### config.mk
export PLATFORM = sky130hd
export DESIGN_NAME = fetch_pc_controller_flat
export DESIGN_NICKNAME = d
export VERILOG_FILES = /design/src/rtl/fetch_pkg.sv /design/src/rtl/fetch_pc_controller_if.sv /design/src/rtl/fetch_ret_stack.sv /design/src/rtl/fetch_pc_controller.sv /design/src/flat_wrapper.sv
export SDC_FILE = /design/constraint.sdc
export NUM_CORES = 1
export LEC_CHECK = 0
export BUFFER_PORTS_ARGS = -buffer_cell sky130_fd_sc_hd__buf_2
export CAP_MARGIN = 10
export CORE_MARGIN = 1.5
export CORE_UTILIZATION = 25
export DETAILED_ROUTE_END_ITERATION = 10
export GPL_TIMING_DRIVEN = 0
export PLACE_DENSITY = 0.49
export SKIP_LAST_GASP = 1
export SLEW_MARGIN = 20
export SYNTH_ARGS = -nofsm -noshare
export SYNTH_HDL_FRONTEND = slang
export SYNTH_SLANG_ARGS = --single-unit
### constraint.sdc
create_clock -name clock -period 3.2 [get_ports clock]
set_clock_uncertainty 0.2 [all_clocks]
set_input_delay 0.96 -clock clock [delete_from_list [all_inputs] [get_ports clock]]
set_output_delay 0.96 -clock clock [all_outputs]
set_load 0.01 [all_outputs]
### src/rtl/fetch_pkg.sv
// Shared types and defaults for the fetch next-PC sequencer.
// Latency: n/a (declarations only).
// Backpressure: n/a.
package fetch_pkg;

  localparam int unsigned PC_W_DEF     = 8;
  localparam int unsigned RESET_PC_DEF = 0;

  typedef logic [PC_W_DEF-1:0] pc_t;

  // BOOT gives one idle cycle out of reset before the first fetch is issued.
  typedef enum logic [1:0] {
    BOOT     = 2'd0,
    RUN      = 2'd1,
    WAIT_MEM = 2'd2,
    HALT     = 2'd3
  } fetch_state_e;

endpackage

### src/rtl/fetch_pc_controller_if.sv
// Control/redirect inputs and PC/fetch outputs of the fetch sequencer.
// Latency: n/a (bundle only); master = sequencer, slave = pipeline/imem side.
// Backpressure: imem_ready stalls the current fetch address.
interface fetch_pc_controller_if import fetch_pkg::*; #(
  parameter int unsigned PC_W = PC_W_DEF
);
  logic            stall;
  logic            branch_taken;
  logic [PC_W-1:0] branch_target;
  logic            jump;
  logic [PC_W-1:0] jump_target;
  logic            halt_req;
  logic            resume;
  logic            call;
  logic            ret;
  logic            imem_ready;
  logic [PC_W-1:0] pcNext;
  logic            fetch_req;
  logic            flush;
  logic            halted;
  logic            ras_err;

  modport master (
    input  stall, branch_taken, branch_target, jump, jump_target,
    input  halt_req, resume, call, ret, imem_ready,
    output pcNext, fetch_req, flush, halted, ras_err
  );

  modport slave (
    output stall, branch_taken, branch_target, jump, jump_target,
    output halt_req, resume, call, ret, imem_ready,
    input  pcNext, fetch_req, flush, halted, ras_err
  );
endinterface

### src/rtl/fetch_ret_stack.sv
// Circular return-address stack; a push when full overwrites the oldest entry.
// Latency: push/pop take effect at the next rising edge; top_dat is combinational.
// Backpressure: none; pop on empty is ignored (caller flags the error).
// Only compiled when FETCH_RET_STACK_EN is defined.
`ifdef FETCH_RET_STACK_EN
module fetch_ret_stack #(
  parameter int unsigned PC_W  = 8,
  parameter int unsigned DEPTH = 4
) (
  input  logic            clock,
  input  logic            reset,
  input  logic            push,
  input  logic            pop,
  input  logic [PC_W-1:0] push_dat,
  output logic [PC_W-1:0] top_dat,
  output logic            empty,
  output logic            full
);
  localparam int unsigned IDX_W = (DEPTH > 1) ? $clog2(DEPTH) : 1;
  localparam int unsigned CNT_W = $clog2(DEPTH + 1);

  logic [PC_W-1:0]  mem [DEPTH];
  logic [IDX_W-1:0] wp_q;
  logic [IDX_W-1:0] top_idx;
  logic [CNT_W-1:0] cnt_q;

  // wp_q points at the next free slot; the top of stack sits just below it.
  assign top_idx = (wp_q == '0) ? IDX_W'(DEPTH - 1) : wp_q - 1'b1;
  assign top_dat = mem[top_idx];
  assign empty   = (cnt_q == '0);
  assign full    = (cnt_q == CNT_W'(DEPTH));

  // Pointer and occupancy; count saturates so overwritten entries are not counted twice.
  always_ff @(posedge clock) begin
    if (!reset) begin
      wp_q  <= '0;
      cnt_q <= '0;
    end else if (push) begin
      wp_q <= (wp_q == IDX_W'(DEPTH - 1)) ? '0 : wp_q + 1'b1;
      if (!full) cnt_q <= cnt_q + 1'b1;
    end else if (pop && !empty) begin
      wp_q  <= top_idx;
      cnt_q <= cnt_q - 1'b1;
    end
  end

  // Entry storage; contents are don't-care while the count says empty.
  always_ff @(posedge clock) begin
    if (reset && push) mem[wp_q] <= push_dat;
  end
endmodule
`endif

### src/rtl/fetch_pc_controller.sv
// Next-PC sequencer: sequential fetch, branch/jump redirects, stalls, halt/resume, imem waits.
// Latency: every output registered; a redirect lands on pcNext with flush one cycle later.
// Backpressure: imem_ready=0 holds pcNext (WAIT_MEM); stall holds pcNext unless redirected.
// Optional return stack (call/ret, ras_err) built when FETCH_RET_STACK_EN is defined.
module fetch_pc_controller import fetch_pkg::*; #(
  parameter int unsigned     PC_W      = PC_W_DEF,
  parameter logic [PC_W-1:0] RESET_PC  = PC_W'(RESET_PC_DEF),
  parameter int unsigned     PC_STEP   = 1,
  parameter int unsigned     RAS_DEPTH = 4
) (
  input logic                   clock,
  input logic                   reset,
  fetch_pc_controller_if.master bus
);
  fetch_state_e    state_q;
  logic [PC_W-1:0] pc_q;
  logic [PC_W-1:0] pend_pc_q;
  logic            pend_vld_q;
  logic            halt_pend_q;
  logic            fetch_req_q;
  logic            flush_q;
  logic            halted_q;
  logic            ras_err_q;

  logic            redir;
  logic [PC_W-1:0] redir_pc;
  logic            ras_err_set;
  logic [PC_W-1:0] pc_inc;
  logic            active;

  assign pc_inc = pc_q + PC_W'(PC_STEP);
  // Redirect sources only count in WAIT_MEM, or in RUN when halt is not winning.
  assign active = (state_q == WAIT_MEM) || ((state_q == RUN) && !bus.halt_req);

`ifdef FETCH_RET_STACK_EN
  logic            ras_push;
  logic            ras_pop;
  logic            ras_empty;
  logic            ras_full;
  logic [PC_W-1:0] ras_top;
  logic            unused_ras_full;

  assign unused_ras_full = ras_full;

  fetch_ret_stack #(
    .PC_W  (PC_W),
    .DEPTH (RAS_DEPTH)
  ) u_ret_stack (
    .clock    (clock),
    .reset    (reset),
    .push     (ras_push),
    .pop      (ras_pop),
    .push_dat (pc_inc),
    .top_dat  (ras_top),
    .empty    (ras_empty),
    .full     (ras_full)
  );

  // Redirect select: branch > ret > call > jump; ret on empty stack is an error, not a redirect.
  always_comb begin
    redir       = 1'b0;
    redir_pc    = pc_q;
    ras_push    = 1'b0;
    ras_pop     = 1'b0;
    ras_err_set = 1'b0;
    if (active) begin
      if (bus.branch_taken) begin
        redir    = 1'b1;
        redir_pc = bus.branch_target;
      end else if (bus.ret) begin
        if (!ras_empty) begin
          redir    = 1'b1;
          redir_pc = ras_top;
          ras_pop  = 1'b1;
        end else begin
          ras_err_set = 1'b1;
        end
      end else if (bus.call) begin
        redir    = 1'b1;
        redir_pc = bus.jump_target;
        ras_push = 1'b1;
      end else if (bus.jump) begin
        redir    = 1'b1;
        redir_pc = bus.jump_target;
      end
    end
  end
`else
  logic [33:0] unused_ras_cfg;

  assign unused_ras_cfg = {bus.call, bus.ret, 32'(RAS_DEPTH)};
  assign ras_err_set    = 1'b0;

  // Redirect select: a resolved branch is older than a decode-stage jump.
  always_comb begin
    redir    = 1'b0;
    redir_pc = pc_q;
    if (active) begin
      if (bus.branch_taken) begin
        redir    = 1'b1;
        redir_pc = bus.branch_target;
      end else if (bus.jump) begin
        redir    = 1'b1;
        redir_pc = bus.jump_target;
      end
    end
  end
`endif

  // Sequencer FSM with registered PC, fetch_req, flush, halted and ras_err.
  always_ff @(posedge clock) begin
    if (!reset) begin
      state_q     <= BOOT;
      pc_q        <= RESET_PC;
      pend_pc_q   <= RESET_PC;
      pend_vld_q  <= 1'b0;
      halt_pend_q <= 1'b0;
      fetch_req_q <= 1'b0;
      flush_q     <= 1'b0;
      halted_q    <= 1'b0;
      ras_err_q   <= 1'b0;
    end else begin
      flush_q   <= 1'b0;
      ras_err_q <= ras_err_set;
      case (state_q)
        BOOT: begin
          state_q     <= RUN;
          fetch_req_q <= 1'b1;
        end
        RUN: begin
          if (bus.halt_req) begin
            state_q     <= HALT;
            fetch_req_q <= 1'b0;
            halted_q    <= 1'b1;
          end else if (redir) begin
            pc_q    <= redir_pc;
            flush_q <= 1'b1;
          end else if (bus.stall) begin
            pc_q <= pc_q;
          end else if (!bus.imem_ready) begin
            state_q <= WAIT_MEM;
          end else begin
            pc_q <= pc_inc;
          end
        end
        WAIT_MEM: begin
          // Address stays put; wrong-path work is squashed now, target applied on accept.
          if (redir) flush_q <= 1'b1;
          if (bus.halt_req) halt_pend_q <= 1'b1;
          if (bus.imem_ready) begin
            if (redir) pc_q <= redir_pc;
            else if (pend_vld_q) pc_q <= pend_pc_q;
            else if (!bus.stall) pc_q <= pc_inc;
            pend_vld_q <= 1'b0;
            if (halt_pend_q || bus.halt_req) begin
              state_q     <= HALT;
              fetch_req_q <= 1'b0;
              halted_q    <= 1'b1;
              halt_pend_q <= 1'b0;
            end else begin
              state_q <= RUN;
            end
          end else if (redir) begin
            pend_vld_q <= 1'b1;
            pend_pc_q  <= redir_pc;
          end
        end
        HALT: begin
          if (bus.resume && !bus.halt_req) begin
            state_q     <= RUN;
            fetch_req_q <= 1'b1;
            halted_q    <= 1'b0;
          end
        end
        default: begin
          state_q     <= BOOT;
          fetch_req_q <= 1'b0;
          halted_q    <= 1'b0;
        end
      endcase
    end
  end

  assign bus.pcNext    = pc_q;
  assign bus.fetch_req = fetch_req_q;
  assign bus.flush     = flush_q;
  assign bus.halted    = halted_q;
  assign bus.ras_err   = ras_err_q;
endmodule

### src/flat_wrapper.sv
// flat-port wrapper written by rule: the top's interface ports become plain ports
module fetch_pc_controller_flat import fetch_pkg::*;
#(
  parameter int unsigned     PC_W      = PC_W_DEF,
  parameter logic [PC_W-1:0] RESET_PC  = PC_W'(RESET_PC_DEF),
  parameter int unsigned     PC_STEP   = 1,
  parameter int unsigned     RAS_DEPTH = 4
)
  (clock, reset, bus_stall, bus_branch_taken, bus_branch_target, bus_jump, bus_jump_target, bus_halt_req, bus_resume, bus_call, bus_ret, bus_imem_ready, bus_pcNext, bus_fetch_req, bus_flush, bus_halted, bus_ras_err);
  fetch_pc_controller_if #(.PC_W(PC_W)) bus_i ();
  input logic clock;
  input logic reset;
  input wire logic [$bits(bus_i.stall)-1:0] bus_stall;
  input wire logic [$bits(bus_i.branch_taken)-1:0] bus_branch_taken;
  input wire logic [$bits(bus_i.branch_target)-1:0] bus_branch_target;
  input wire logic [$bits(bus_i.jump)-1:0] bus_jump;
  input wire logic [$bits(bus_i.jump_target)-1:0] bus_jump_target;
  input wire logic [$bits(bus_i.halt_req)-1:0] bus_halt_req;
  input wire logic [$bits(bus_i.resume)-1:0] bus_resume;
  input wire logic [$bits(bus_i.call)-1:0] bus_call;
  input wire logic [$bits(bus_i.ret)-1:0] bus_ret;
  input wire logic [$bits(bus_i.imem_ready)-1:0] bus_imem_ready;
  output wire logic [$bits(bus_i.pcNext)-1:0] bus_pcNext;
  output wire logic [$bits(bus_i.fetch_req)-1:0] bus_fetch_req;
  output wire logic [$bits(bus_i.flush)-1:0] bus_flush;
  output wire logic [$bits(bus_i.halted)-1:0] bus_halted;
  output wire logic [$bits(bus_i.ras_err)-1:0] bus_ras_err;
  assign bus_i.stall = bus_stall;
  assign bus_i.branch_taken = bus_branch_taken;
  assign bus_i.branch_target = bus_branch_target;
  assign bus_i.jump = bus_jump;
  assign bus_i.jump_target = bus_jump_target;
  assign bus_i.halt_req = bus_halt_req;
  assign bus_i.resume = bus_resume;
  assign bus_i.call = bus_call;
  assign bus_i.ret = bus_ret;
  assign bus_i.imem_ready = bus_imem_ready;
  assign bus_pcNext = bus_i.pcNext;
  assign bus_fetch_req = bus_i.fetch_req;
  assign bus_flush = bus_i.flush;
  assign bus_halted = bus_i.halted;
  assign bus_ras_err = bus_i.ras_err;
  fetch_pc_controller #(.PC_W(PC_W), .RESET_PC(RESET_PC), .PC_STEP(PC_STEP), .RAS_DEPTH(RAS_DEPTH)) u_core (.clock(clock), .reset(reset), .bus(bus_i));
endmodule
### Word-level counts from Yosys, hierarchy flattened

Index checks and enable logic that the tools add are counted.

| cells by class | value |
|---|---|
| eq/ne operators | 14 |
| bitwise gates (word level) | 1 |
| reductions and logical operators | 15 |
| muxes and demuxes | 41 |
| add/sub/neg operators | 1 |

Operators by type and width:

| cell | count |
|---|---|
| $mux 8 | 11 |
| $mux 1 | 18 |
| $pmux 8 s2 | 1 |
| $mux 2 | 7 |
| $reduce_and 5->1 | 2 |
| $ne 3x3->1 const B | 3 |
| $add 8x1->8 const B | 1 |
| $ne 2x2->1 const B | 4 |
| $pmux 2 s4 | 1 |
| $ne 3x2->1 const B | 2 |
| $reduce_and 6->1 | 1 |
| $eq 2x2->1 const B | 2 |
| $ne 4x2->1 const B | 1 |
| $pmux 1 s4 | 1 |
| $reduce_and 4->1 | 1 |
| $reduce_bool 2->1 | 2 |
| $pmux 1 s3 | 1 |
| $reduce_and 3->1 | 1 |
| $reduce_bool 3->1 | 1 |
| $eq 2x1->1 const B | 1 |
| $logic_and 1x1->1 | 2 |
| $logic_not 2->1 | 1 |
| $logic_or 1x1->1 | 2 |
| $ne 2x1->1 const B | 1 |
| other kinds (4) | 4 |

| word-level totals | value |
|---|---|
| output and inout bits | 12 |
| input bits | 26 |
| flip-flop bits (word level) | 23 |
| word-level logic and storage cells | 80 |

### Longest topological paths before layout

Gate-level depths: netlist of run 1.

| logic depth | value |
|---|---|
| depth in word-level cells | 7 |
| mapped depth | 9 |
| depth with buffers taken out | 7 |

### Worst setup path after synthesis of run 1

No wires, ideal clock.

| path | value |
|---|---|
| path kind | input port to flip-flop |
| from | input bus_halt_req |
| to | register u_core.pc_q[2] (netlist: u_core.bus.pcNext[2]) |
| slack | 931 ps |
| required time | 2869 ps |
| data arrival time | 1938 ps |
| stages on the path | 6 |
| path buffers | 1 |
| setup time | 131 ps |
| cell sequence | nand2b_4 -> a21oi_4 -> o2111ai_4 -> buf_6 -> nor3_2 -> nor3_2 |

| on the way | value |
|---|---|
| cells in the longest elaborated chain, start to end | 7 |
| elaborated cells between the ends (all ways) | 15 |
| classes of those cells | 4 x eq/ne; 7 x mux; 4 x reduce/logical |

Ends and longest elaborated chain:

| element | RTL line | text |
|---|---|---|
| start, declared | flat_wrapper.sv:18 | `input wire logic [$bits(bus_i.halt_req)-1:0] bus_halt_req;` |
| $logic_not 1->1 | fetch_pc_controller.sv:33 | `assign active = (state_q == WAIT_MEM) \|\| ((state_q == RUN) && !bus.halt_req);` |
| $logic_and 1x1->1 | fetch_pc_controller.sv:33 |  |
| $logic_or 1x1->1 | fetch_pc_controller.sv:33 |  |
| $mux 8 or $mux 1 (tied branches) | fetch_pc_controller.sv:98 | `if (active) begin` |
| $mux 8, on equally long branches | fetch_pc_controller.sv:151, fetch_pc_controller.sv:135 |  |
| $mux 8, on equally long branches | fetch_pc_controller.sv:150, fetch_pc_controller.sv:131 |  |
| $pmux 8 s2 | fetch_pc_controller.sv:125 | `case (state_q)` |
| end signal, assigned | fetch_pc_controller.sv:151 | `if (redir) pc_q <= redir_pc;` |
| end signal, assigned | fetch_pc_controller.sv:152 | `else if (pend_vld_q) pc_q <= pend_pc_q;` |
| end signal, assigned | fetch_pc_controller.sv:153 | `else if (!bus.stall) pc_q <= pc_inc;` |
| end, declared | fetch_pc_controller.sv:16 | `logic [PC_W-1:0] pc_q;` |

Parallel ways exist; a longest one is shown, timed or not. The select of a mux whose other input is x is not followed.
A chain may end at the register's enable or synchronous reset.

### Worst setup path after layout of run 1

Ends and elaborated chain as after synthesis.

==> results of run 1 <==
[sequential cells by signal (all words and copies together), names as in the netlist]
signal	cells
u_core.bus.fetch_req	1
u_core.bus.flush	1
u_core.bus.halted	1
u_core.bus.pcNext	8
u_core.halt_pend_q	1
u_core.pend_pc_q	8
u_core.pend_vld_q	1
u_core.state_q	2
[through the flow]
step / utilization / power [mW] / std cells / instance area (um2) / setup slack (ps)
2_1_floorplan: - / 0.869 / 181 / 1420 / 931
3_3_place_gp: 0.304 / 1.04 / 286 / 1680 / 497
3_5_place_dp: 0.304 / 1.05 / 286 / 1680 / 513
4_1_cts: 0.313 / 1.25 / 290 / 1720 / 798
5_1_grt: 0.313 / 1.35 / 290 / 1720 / 664
6_report: 0.313 / 1.23 / 290 / 1720 / 822
[final cells by class]
| type | count | area (um2) | area share |
|---|---|---|---|
| clock inverter | 1 | 5.00 | 0.00290 |
| timing repair buffer | 33 | 165 | 0.0959 |
| buffer | 7 | 40.0 | 0.0232 |
| sequential | 23 | 460 | 0.267 |
| clock buffer | 3 | 41.3 | 0.0240 |
| inverter | 9 | 33.8 | 0.0196 |
| multi-input combinational | 142 | 887 | 0.515 |
| tap | 72 | 90.1 | 0.0523 |
[power breakdown]
group | internal (mW) | switching, mW | total (mW)
clock network | 0.0873 | 0.108 | 0.195
logic | 0.263 | 0.344 | 0.607
registers | 0.356 | 0.0737 | 0.429
total | 0.706 | 0.526 | 1.23
[routing by layer]
layer | vias up | routed length (um) | share of wire
met4 | 0 | 44 | 0.011
met3 | 4 | 114 | 0.029
li1 | 715 | - | -
met2 | 29 | 1770 | 0.44
met5 | - | 0 | 0
met1 | 644 | 2070 | 0.52
[layout by cell type (no fill, tap or decap), types with 2 or more instances in the layout]
master	instances
a211oi_1	6
nor3_1	8
o22ai_1	7
or3_1	2
nor3_2	2
nand3_1	7
a311oi_1	2
clkbuf_1	3
nand2b_1	6
o21ai_0	6
ha_1	5
dfxtp_1	23
a31oi_1	2
nor2b_1	5
xnor2_1	2
inv_1	9
clkbuf_8	3
nor2_1	33
a21oi_1	11
o311a_1	2
nand2_1	12
o31ai_2	2
buf_2	35
xor2_1	2
[Yosys cell counts (2+ instances only)]
cell      instances
nor3_2            2
nand2b_1          6
o22ai_1           7
ha_1              5
o311a_1           2
xor2_1            2
a21oi_1          11
nor2b_1           5
o31ai_2           2
dfxtp_1          23
inv_1             9
clkbuf_1          3
a211oi_1          6
nand3_1           7
xnor2_1           2
nor3_1            8
nor2_1           33
buf_2             2
nand2_1          12
o21ai_0           6
a31oi_1           2
or3_1             2
a311oi_1          2
[worst paths after layout]
kind	end	startpoint	cells past startpoint
hold / removal	u_core.pend_pc_q[7]$_SDFFE_PN0P_	u_core.pend_pc_q[7]$_SDFFE_PN0P_	2
setup / recovery	u_core.bus.pcNext[2]$_SDFFE_PN0P_	bus_halt_req	7
setup reg to reg	u_core.bus.pcNext[2]$_SDFFE_PN0P_	u_core.state_q[1]$_SDFFE_PN0P_	8
hold reg to reg	u_core.pend_pc_q[7]$_SDFFE_PN0P_	u_core.pend_pc_q[7]$_SDFFE_PN0P_	2
[kinds of logic (layout without fill, tap and decap cells)]
group / count (synthesis) / count (layout) / synth area share
AO/OA/AOI/OAI: 50 / 50 / 0.271
adder cells (fa/ha/maj): 5 / 5 / 0.0440
buffers and inverters: 16 / 53 / 0.0519
XOR/XNOR: 4 / 4 / 0.0247
other: 1 / 1 / 0.00264
flip-flops: 23 / 23 / 0.324
AND/OR/NAND/NOR: 82 / 82 / 0.282
[critical path, delay by kind of cell]
kind	cells	cell delay [ps]
AO/OA/AOI/OAI	2	580
buffers and inverters	2	350
AND/OR/NAND/NOR	3	430
==> impl_metrics.env, run 1 <==
export IMPL_route_detailed_drc=0
export IMPL_hold_path_class="reg -> reg"
export IMPL_die_height_um=78.4
export IMPL_cellPowerDensity_nw_per_um2=715
export IMPL_portBuffers=33
export IMPL_fill_cells=596
export IMPL_fmax_mhz=421
export IMPL_fp_coreArea_um2=5510
export IMPL_required_ps=3150
export IMPL_top_usage_layer="met2"
export IMPL_cts_tree="yes"
export IMPL_finalNetCount=250
export IMPL_area_growth_pct=21.2
export IMPL_synth_top_area_frac=0.324
export IMPL_globalplace_congestion=0.751
export IMPL_peakVddDrop_mv=0.198
export IMPL_drive_gt1_frac=0.243
export IMPL_htree_levels=1
export IMPL_grt_pass1_vias=1319
export IMPL_io_pins=38
export IMPL_synth_yosys_seq_area_share=0.324
export IMPL_setup_viol=0
export IMPL_vias=1392
export IMPL_grt_pass1_wl_um=6700
export IMPL_slew_headroom=0.597
export IMPL_crit_path_cell_trace="buf_2 -> nand2b_4 -> a21oi_4 -> o2111ai_4 -> buf_6 -> nor3_2 -> nor3_2"
export IMPL_crit_path_frequent_cell="nor3_2"
export IMPL_synth_ff_type="dfxtp_1"
export IMPL_slew_viol_final=0
export IMPL_synthCells=181
export IMPL_grt_antenna_before_repair=0
export IMPL_dpl_hpwl_um=3030
export IMPL_grt_max_degree=14
export IMPL_fin_crit_ps=2380
export IMPL_worst_pin_slew_ps=605
export IMPL_cts_root_buf="clkbuf_8"
export IMPL_clk_pin_slew_ps=100
export IMPL_max_clock_path_buffers=2
export IMPL_synth_nets=212
export IMPL_cp_slowest_cell="a21oi_4"
export IMPL_hold_viol=0
export IMPL_grt_util_met3=0.0174
export IMPL_cts_hold_buf=0
export IMPL_track_usage=0.139
export IMPL_die_area_um2=6150
export IMPL_async_reset_ff_frac=0
export IMPL_cp_max_fo=10
export IMPL_rrSetupSlack_ps=950
export IMPL_cts_setup_buffers=0
export IMPL_synth_top_cell_by_area="dfxtp_1"
export IMPL_cts_made_buffers=3
export IMPL_holdWs_ps=265
export IMPL_ys_types=45
export IMPL_endpoint_kind="flop"
export IMPL_antenna_cells=0
export IMPL_leakagePower_nw=0.716
export IMPL_cp_start_kind="primary input"
export IMPL_cts_resized=0
export IMPL_critical_path_class="in -> reg"
export IMPL_slowest_delay_ps=330
export IMPL_drtIter0Drc=102
export IMPL_use_met2=0.218
export IMPL_max_cap_violations=0
export IMPL_via_per_inst=4.80
export IMPL_synth_seq_cells=23
export IMPL_firstDrtPassIters=4
export IMPL_routed_wl_um=4000
export IMPL_cts_sinks=23
export IMPL_syn_avg_cell_area_um2=7.85
export IMPL_syn_cell_area_um2=1420
export IMPL_worstPathArrival_ps=2330
export IMPL_synth_edf_count=0
export IMPL_synthTopCellsByArea="dfxtp_1 32%, nor2_1 8.7%, ha_1 4.4%"
export IMPL_dieWidth_um=78.4
export IMPL_wire_per_inst_um=13.8
export IMPL_status="finished clean"
export IMPL_finalSetupTns_ps=0
export IMPL_fin_crit_sh=0.743
export IMPL_rows=27
export IMPL_rsz0062_at_grt="false"
export IMPL_yosys_warnings=0
export IMPL_postRouteAntennaNets=0
export IMPL_clkLatencyLatePin_ps=280
export IMPL_grt_remaining_overflow=0
export IMPL_use_met1=0.197
export IMPL_initial_utilization=0.258
Note: power is estimated with default switching activity, not from simulation.
==> run 2: changes to the inputs <==
ABC_AREA = 1   (was default)
PLACE_DENSITY = 0.5   (was 0.49)
clock period = 2.1 ns   (was 3.2 ns; I/O delays follow)
==> run 2 against run 1 <==
Total power up 69%. Via count up 4.1%. Critical path depth up 5. Sequential share of layout area down 0.63 points. Clock-buffer cell count unchanged. Synthesized cell count up 20%. First-iteration DRC count down 25%. Register-to-register slack worse by 810 ps. Die area up 1.9%. Sequential power up 51%. Sequential cell count unchanged. Combinational power up 89%. Critical endpoint is now u_core.bus.pcNext[4]$_SDFFE_PN0P_. Largest power group unchanged.
==> impl_metrics.env, run 2 <==
export IMPL_status="finished clean"
export IMPL_synth_top_cell_by_area="dfxtp_1"
export IMPL_peakVddDrop_mv=0.309
export IMPL_rsz0062_at_grt="false"
export IMPL_route_detailed_drc=0
export IMPL_required_ps=2070
export IMPL_rr_worst_depth=12
export IMPL_critical_path_class="reg -> reg"
export IMPL_worstPathArrival_ps=1920
export IMPL_yosysMostFrequentCell="nand2_1"
export IMPL_finalSetupTns_ps=0
export IMPL_worstReg2RegEnd="u_core.bus.pcNext[4]$_SDFFE_PN0P_"
export IMPL_via_per_inst=4.42
export IMPL_htree_levels=1
export IMPL_grt_antenna_before_repair=0
export IMPL_synth_nets=249
export IMPL_grt_remaining_overflow=0
export IMPL_final_util=0.318
export IMPL_yosys_warnings=0
export IMPL_postRouteAntennaNets=0
export IMPL_dieWidth_um=79.2
export IMPL_slew_viol_final=0
export IMPL_fin_crit_sh=0.931
export IMPL_track_usage=0.128
export IMPL_finalNetCount=288
export IMPL_io_pins=38
export IMPL_synth_ff_type="dfxtp_1"
export IMPL_mostFrequentLayoutCells="64 x nand2_1, 35 x buf_2, 23 x nor2_1, 23 x dfxtp_1, 19 x a21oi_1"
export IMPL_cts_root_buf="clkbuf_8"
export IMPL_cellPowerDensity_nw_per_um2=1180
export IMPL_clk_pin_slew_ps=90
export IMPL_portBuffers=34
export IMPL_clkLatencyLatePin_ps=270
export IMPL_ys_types=31
export IMPL_cp_start_kind="flop"
export IMPL_hold_viol=0
export IMPL_synth_edf_count=0
export IMPL_cts_tree="yes"
export IMPL_die_area_um2=6270
export IMPL_cts_made_buffers=3
export IMPL_cts_sinks=23
export IMPL_hold_path_class="reg -> reg"
export IMPL_cts_setup_buffers=0
export IMPL_endpoint_kind="flop"
export IMPL_fp_coreArea_um2=5540
export IMPL_grt_pass1_wl_um=6350
export IMPL_globalplace_congestion=0.752
export IMPL_synth_common_cells="64 x nand2_1, 23 x dfxtp_1, 23 x nor2_1"
export IMPL_crit_family="simple AND/OR/NAND/NOR gates"
export IMPL_worst_pin_slew_ps=514
export IMPL_leakagePower_nw=0.784
export IMPL_cp_max_fo=10
export IMPL_grt_pass1_vias=1330
export IMPL_crit_buf_inv=3
export IMPL_vias=1449
export IMPL_die_height_um=79.2
export IMPL_dpl_hpwl_um=3030
export IMPL_startpoint="u_core.state_q[0]$_SDFFE_PN0P_"
export IMPL_syn_avg_cell_area_um2=6.65
export IMPL_crit_path_cell_trace="inv_1 -> ha_2 -> inv_4 -> nand2_4 -> nand2_4 -> nand2_1 -> nand2_1 -> nor2_2 -> buf_6 -> nand2_2 -> a21oi_2 -> nor2_1"
export IMPL_synthCells=218
export IMPL_fin_crit_ps=1960
export IMPL_firstDrtPassIters=4
export IMPL_grt_max_degree=14
export IMPL_holdWs_ps=240
export IMPL_area_growth_pct=21.7
export IMPL_synth_seq_cells=23
export IMPL_slew_headroom=0.657
export IMPL_synth_yosys_seq_area_share=0.318
export IMPL_setup_viol=0
export IMPL_initial_utilization=0.262
export IMPL_wire_per_inst_um=11.7
export IMPL_syn_cell_area_um2=1450
export IMPL_cp_num_cells=12
export IMPL_layout_setup_ws_ps=145
export IMPL_cp_slowest_cell="dfxtp_1"
export IMPL_synthTopCellsByArea="dfxtp_1 32%, nand2_1 17%, a21oi_1 6.6%"
export IMPL_fmax_mhz=511
export IMPL_synth_top_area_frac=0.318
export IMPL_layout_commonest_cell="nand2_1"
export IMPL_cts_hold_buf=0
export IMPL_r2r_start="u_core.state_q[0]$_SDFFE_PN0P_"
export IMPL_drtIter0Drc=76
export IMPL_dp_slack_ps=1.05
export IMPL_drive_gt1_frac=0.266
export IMPL_rows=27
export IMPL_antenna_cells=0
export IMPL_max_clock_path_buffers=2
export IMPL_max_cap_violations=0
export IMPL_cp_endpoint="u_core.bus.pcNext[4]$_SDFFE_PN0P_"
export IMPL_rrSetupSlack_ps=140
export IMPL_routed_wl_um=3850
export IMPL_async_reset_ff_frac=0
export IMPL_slowest_delay_ps=340
run 2: changes by cell type in the layout (fill, tap and decap cells not counted), sizes merged, moves of 7 or more:
cell and delta:
nand2 +58, nor3 -8, nand2b -7, a21oi +11
nor2 -7, inv +10
run 2: worst min-delay path by stage:
stage	start	to	slack (ps)	depth (start not counted)
after global placement	u_core.bus.halted$_SDFFE_PN0P_	u_core.bus.halted$_SDFFE_PN0P_	230	2
after floorplan	u_core.halt_pend_q$_SDFFE_PN0P_	u_core.halt_pend_q$_SDFFE_PN0P_	240	2
after detailed placement	u_core.bus.halted$_SDFFE_PN0P_	u_core.bus.halted$_SDFFE_PN0P_	230	2
after global routing	u_core.bus.halted$_SDFFE_PN0P_	u_core.bus.halted$_SDFFE_PN0P_	270	2
after CTS	u_core.bus.halted$_SDFFE_PN0P_	u_core.bus.halted$_SDFFE_PN0P_	250	2
final	u_core.bus.halted$_SDFFE_PN0P_	u_core.bus.halted$_SDFFE_PN0P_	240	2
run 2: power by group:
part	internal, mW	switching (mW)	total (mW)
Clock	0.133	0.161	0.294
Combinational	0.433	0.712	1.15
Sequential	0.551	0.0964	0.648
Total	1.12	0.969	2.09
run 2: final cells by class:
class	instances	area, um2
fill	652	3780
multi-input combinational	172	896
sequential	23	460
timing repair buffer	34	170
tap	72	90.1
inverter	19	73.8
clock buffer	3	41.3
buffer	4	27.5
clock inverter	1	5.00
run 2: cell families (layout without fill, tap and decap cells):
group           after synthesis  count (layout)  share of synthesized area
buf+inv                      23              61                     0.0682
simple gates                116             116                      0.360
other cells                   1               1                    0.00259
flops                        23              23                      0.318
fa+ha+maj                     5               5                     0.0431
compound gates               48              48                      0.197
xor+xnor                      2               2                     0.0121
run 2: routing by layer:
metal  share of wire  global-route usage
met1            0.50               0.178
met2            0.45               0.201
met3           0.048              0.0264
met4          0.0060              0.0333
met5               0                   0
run 2: repair_timing:
item	CTS	global route
gates resized for setup	0	3
setup endpoints to repair	0	15
endpoints found under the hold margin	0	0
run 2: worst reg2reg max path, stage by stage (launching register included):
cell and delay [ps]:
dfxtp_1 340, inv_1 110, ha_2 260, inv_4 80
nand2_4 120, nand2_4 100, nand2_1 100, nand2_1 70
nor2_2 110, buf_6 160, nand2_2 60, a21oi_2 100
nor2_1 40
run 2: metrics by stage:
| stage | total power, mW | cell area (um2) | std cells |
|---|---|---|---|
| finish | 2.09 | 1760 | 328 |
| global route | 2.30 | 1760 | 328 |
| CTS | 2.10 | 1760 | 328 |
| detailed placement | 1.80 | 1710 | 324 |
| global placement | 1.80 | 1710 | 324 |
| floorplan | 1.50 | 1450 | 218 |
==> run 3: changes to the inputs <==
PLACE_DENSITY = 0.49   (was 0.5)
clock period = 1.9 ns   (was 2.1 ns; I/O delays follow)
==> run 3 against run 2 <==
Worst hold slack improved by 15 ps. Sequential share of layout area fell by 1.5 points. Wire length rose by 1.9%. Critical path depth fell by 1. Via count rose by 2.1%. Clock power rose by 8.8%. Register-to-register slack got worse by 50 ps. Fmax rose by 8.2%. Sequential power rose by 16%. Design area rose by 8.0%. Die area did not move. Critical path type unchanged.
==> impl_metrics.env, run 3 (synthesis gave the netlist of run 2 again) <==
export IMPL_slew_viol_final=0
export IMPL_layout_commonest_cell="nand2_1"
export IMPL_crit_buf_inv=4
export IMPL_track_usage=0.130
export IMPL_worstPathArrival_ps=1770
export IMPL_fin_crit_sh=0.951
export IMPL_final_area_um2=1910
export IMPL_grt_pass1_vias=1322
export IMPL_cp_max_fo=6
export IMPL_setup_viol=0
export IMPL_io_pins=38
export IMPL_critical_path_class="reg -> reg"
export IMPL_rows=27
export IMPL_postRouteAntennaNets=0
export IMPL_initial_utilization=0.262
export IMPL_dpl_hpwl_um=2970
export IMPL_vias=1480
export IMPL_clkLatencyLatePin_ps=270
export IMPL_required_ps=1870
export IMPL_drtIter0Drc=46
export IMPL_dieWidth_um=79.2
export IMPL_cts_root_buf="clkbuf_8"
export IMPL_antenna_cells=0
export IMPL_die_area_um2=6270
export IMPL_finalNetCount=294
export IMPL_grt_antenna_before_repair=0
export IMPL_wire_per_inst_um=11.8
export IMPL_htree_levels=1
export IMPL_dp_slack_ps=-130
export IMPL_drive_gt1_frac=0.324
export IMPL_hold_viol=0
export IMPL_clk_pin_slew_ps=90
export IMPL_final_util=0.344
export IMPL_routed_wl_um=3930
export IMPL_cts_sinks=23
export IMPL_grt_pass1_wl_um=6290
export IMPL_firstDrtPassIters=4
export IMPL_grt_max_degree=14
export IMPL_cts_tree="yes"
export IMPL_hold_path_class="reg -> reg"
export IMPL_slew_headroom=0.660
export IMPL_crit_path_cell_trace="inv_4 -> ha_4 -> inv_4 -> buf_4 -> o21ai_4 -> nand2_1 -> nor2_2 -> nor2_4 -> buf_4 -> o21ai_1 -> nor2_1"
export IMPL_via_per_inst=4.43
export IMPL_mostFrequentLayoutCells="63 x nand2_1, 34 x buf_2, 21 x nor2_1, 21 x dfxtp_1, 19 x a21oi_1"
export IMPL_slowest_delay_ps=370
export IMPL_area_growth_pct=31.4
export IMPL_place_area_um2=1710
export IMPL_status="finished clean"
export IMPL_cts_made_buffers=3
export IMPL_rr_worst_depth=11
export IMPL_worst_pin_slew_ps=510
export IMPL_crit_family="buffers and inverters"
export IMPL_fin_crit_ps=1810
export IMPL_layout_setup_ws_ps=92.6
export IMPL_peakVddDrop_mv=0.410
export IMPL_grt_remaining_overflow=0
export IMPL_holdWs_ps=255
export IMPL_cp_num_cells=11
export IMPL_portBuffers=34
export IMPL_max_clock_path_buffers=2
export IMPL_leakagePower_nw=0.834
export IMPL_cts_hold_buf=0
export IMPL_cp_start_kind="flop"
export IMPL_fp_coreArea_um2=5540
export IMPL_fmax_mhz=553
export IMPL_route_detailed_drc=0
export IMPL_max_cap_violations=0
export IMPL_die_height_um=79.2
export IMPL_cp_slowest_cell="dfxtp_4"
export IMPL_globalplace_congestion=0.748
export IMPL_min_path_cells=2
export IMPL_rsz0062_at_grt="true"
export IMPL_endpoint_kind="flop"
export IMPL_fill_cells=629
export IMPL_cellPowerDensity_nw_per_um2=1350
## run 3: cell count changes in the layout (fill, tap and decap cells not counted), sizes merged
cell,change
buf,+5
clkbuf,+1
## run 3: worst paths after layout
| path | from | slack, ps | end |
|---|---|---|---|
| worst max-delay path | u_core.state_q[0]$_SDFFE_PN0P_ | 90 | u_core.bus.pcNext[0]$_SDFFE_PN0P_ |
| worst min-delay path | u_core.bus.halted$_SDFFE_PN0P_ | 260 | u_core.bus.halted$_SDFFE_PN0P_ |
| worst max register to register | u_core.state_q[0]$_SDFFE_PN0P_ | 90 | u_core.bus.pcNext[0]$_SDFFE_PN0P_ |
| worst min register to register | u_core.bus.halted$_SDFFE_PN0P_ | 260 | u_core.bus.halted$_SDFFE_PN0P_ |
## run 3: final cells by class
class                           count  area (um2)  share of cell area
Buffer                              4        30.0              0.0158
Clock buffer                        3        41.3              0.0217
Clock inverter                      1        5.00             0.00263
Inverter                           19        78.8              0.0414
Multi-Input combinational cell    172         965               0.506
Sequential cell                    23         468               0.246
Tap cell                           72        90.1              0.0473
Timing Repair Buffer               40         228               0.120
## run 3: stage by stage
step           cells  power [mW]  TNS (ps)
6_report         334        2.58         0
5_1_grt          334        2.84     -43.2
4_1_cts          331        2.38     -1.11
3_5_place_dp     324        1.98      -788
3_3_place_gp     324        1.99      -832
2_1_floorplan    218        1.66         0
## run 3: routing by layer
layer / global-route usage / up-vias / wire, um
li1: - / 799 / -
met1: 0.187 / 641 / 1990
met2: 0.194 / 33 / 1710
met3: 0.0149 / 7 / 153
met4: 0.0526 / 0 / 70
met5: 0 / - / 0
## run 3: worst register-to-register path, stage by stage, from the launching register on
cell,delay (ps)
dfxtp_4,370
inv_4,80
ha_4,170
inv_4,60
buf_4,140
o21ai_4,110
nand2_1,70
nor2_2,120
nor2_4,50
buf_4,160
o21ai_1,110
nor2_1,50
## run 3: power breakdown
group          switching, mW  leakage [nW]  internal [mW]
combinational          0.866         0.620          0.640
clock                  0.173        0.0255          0.147
sequential             0.132         0.189          0.622
total                   1.17         0.834           1.41
## run 3: what timing repair did
| item | 4_1_cts | 5_1_grt |
|---|---|---|
| pin swaps | 3 | 4 |
| resized for setup | 5 | 21 |
| endpoints found under the setup margin | 16 | 19 |
| endpoints found under the hold margin | 0 | 0 |
| buffers inserted | 3 | 2 |
| cloned | 0 | 1 |
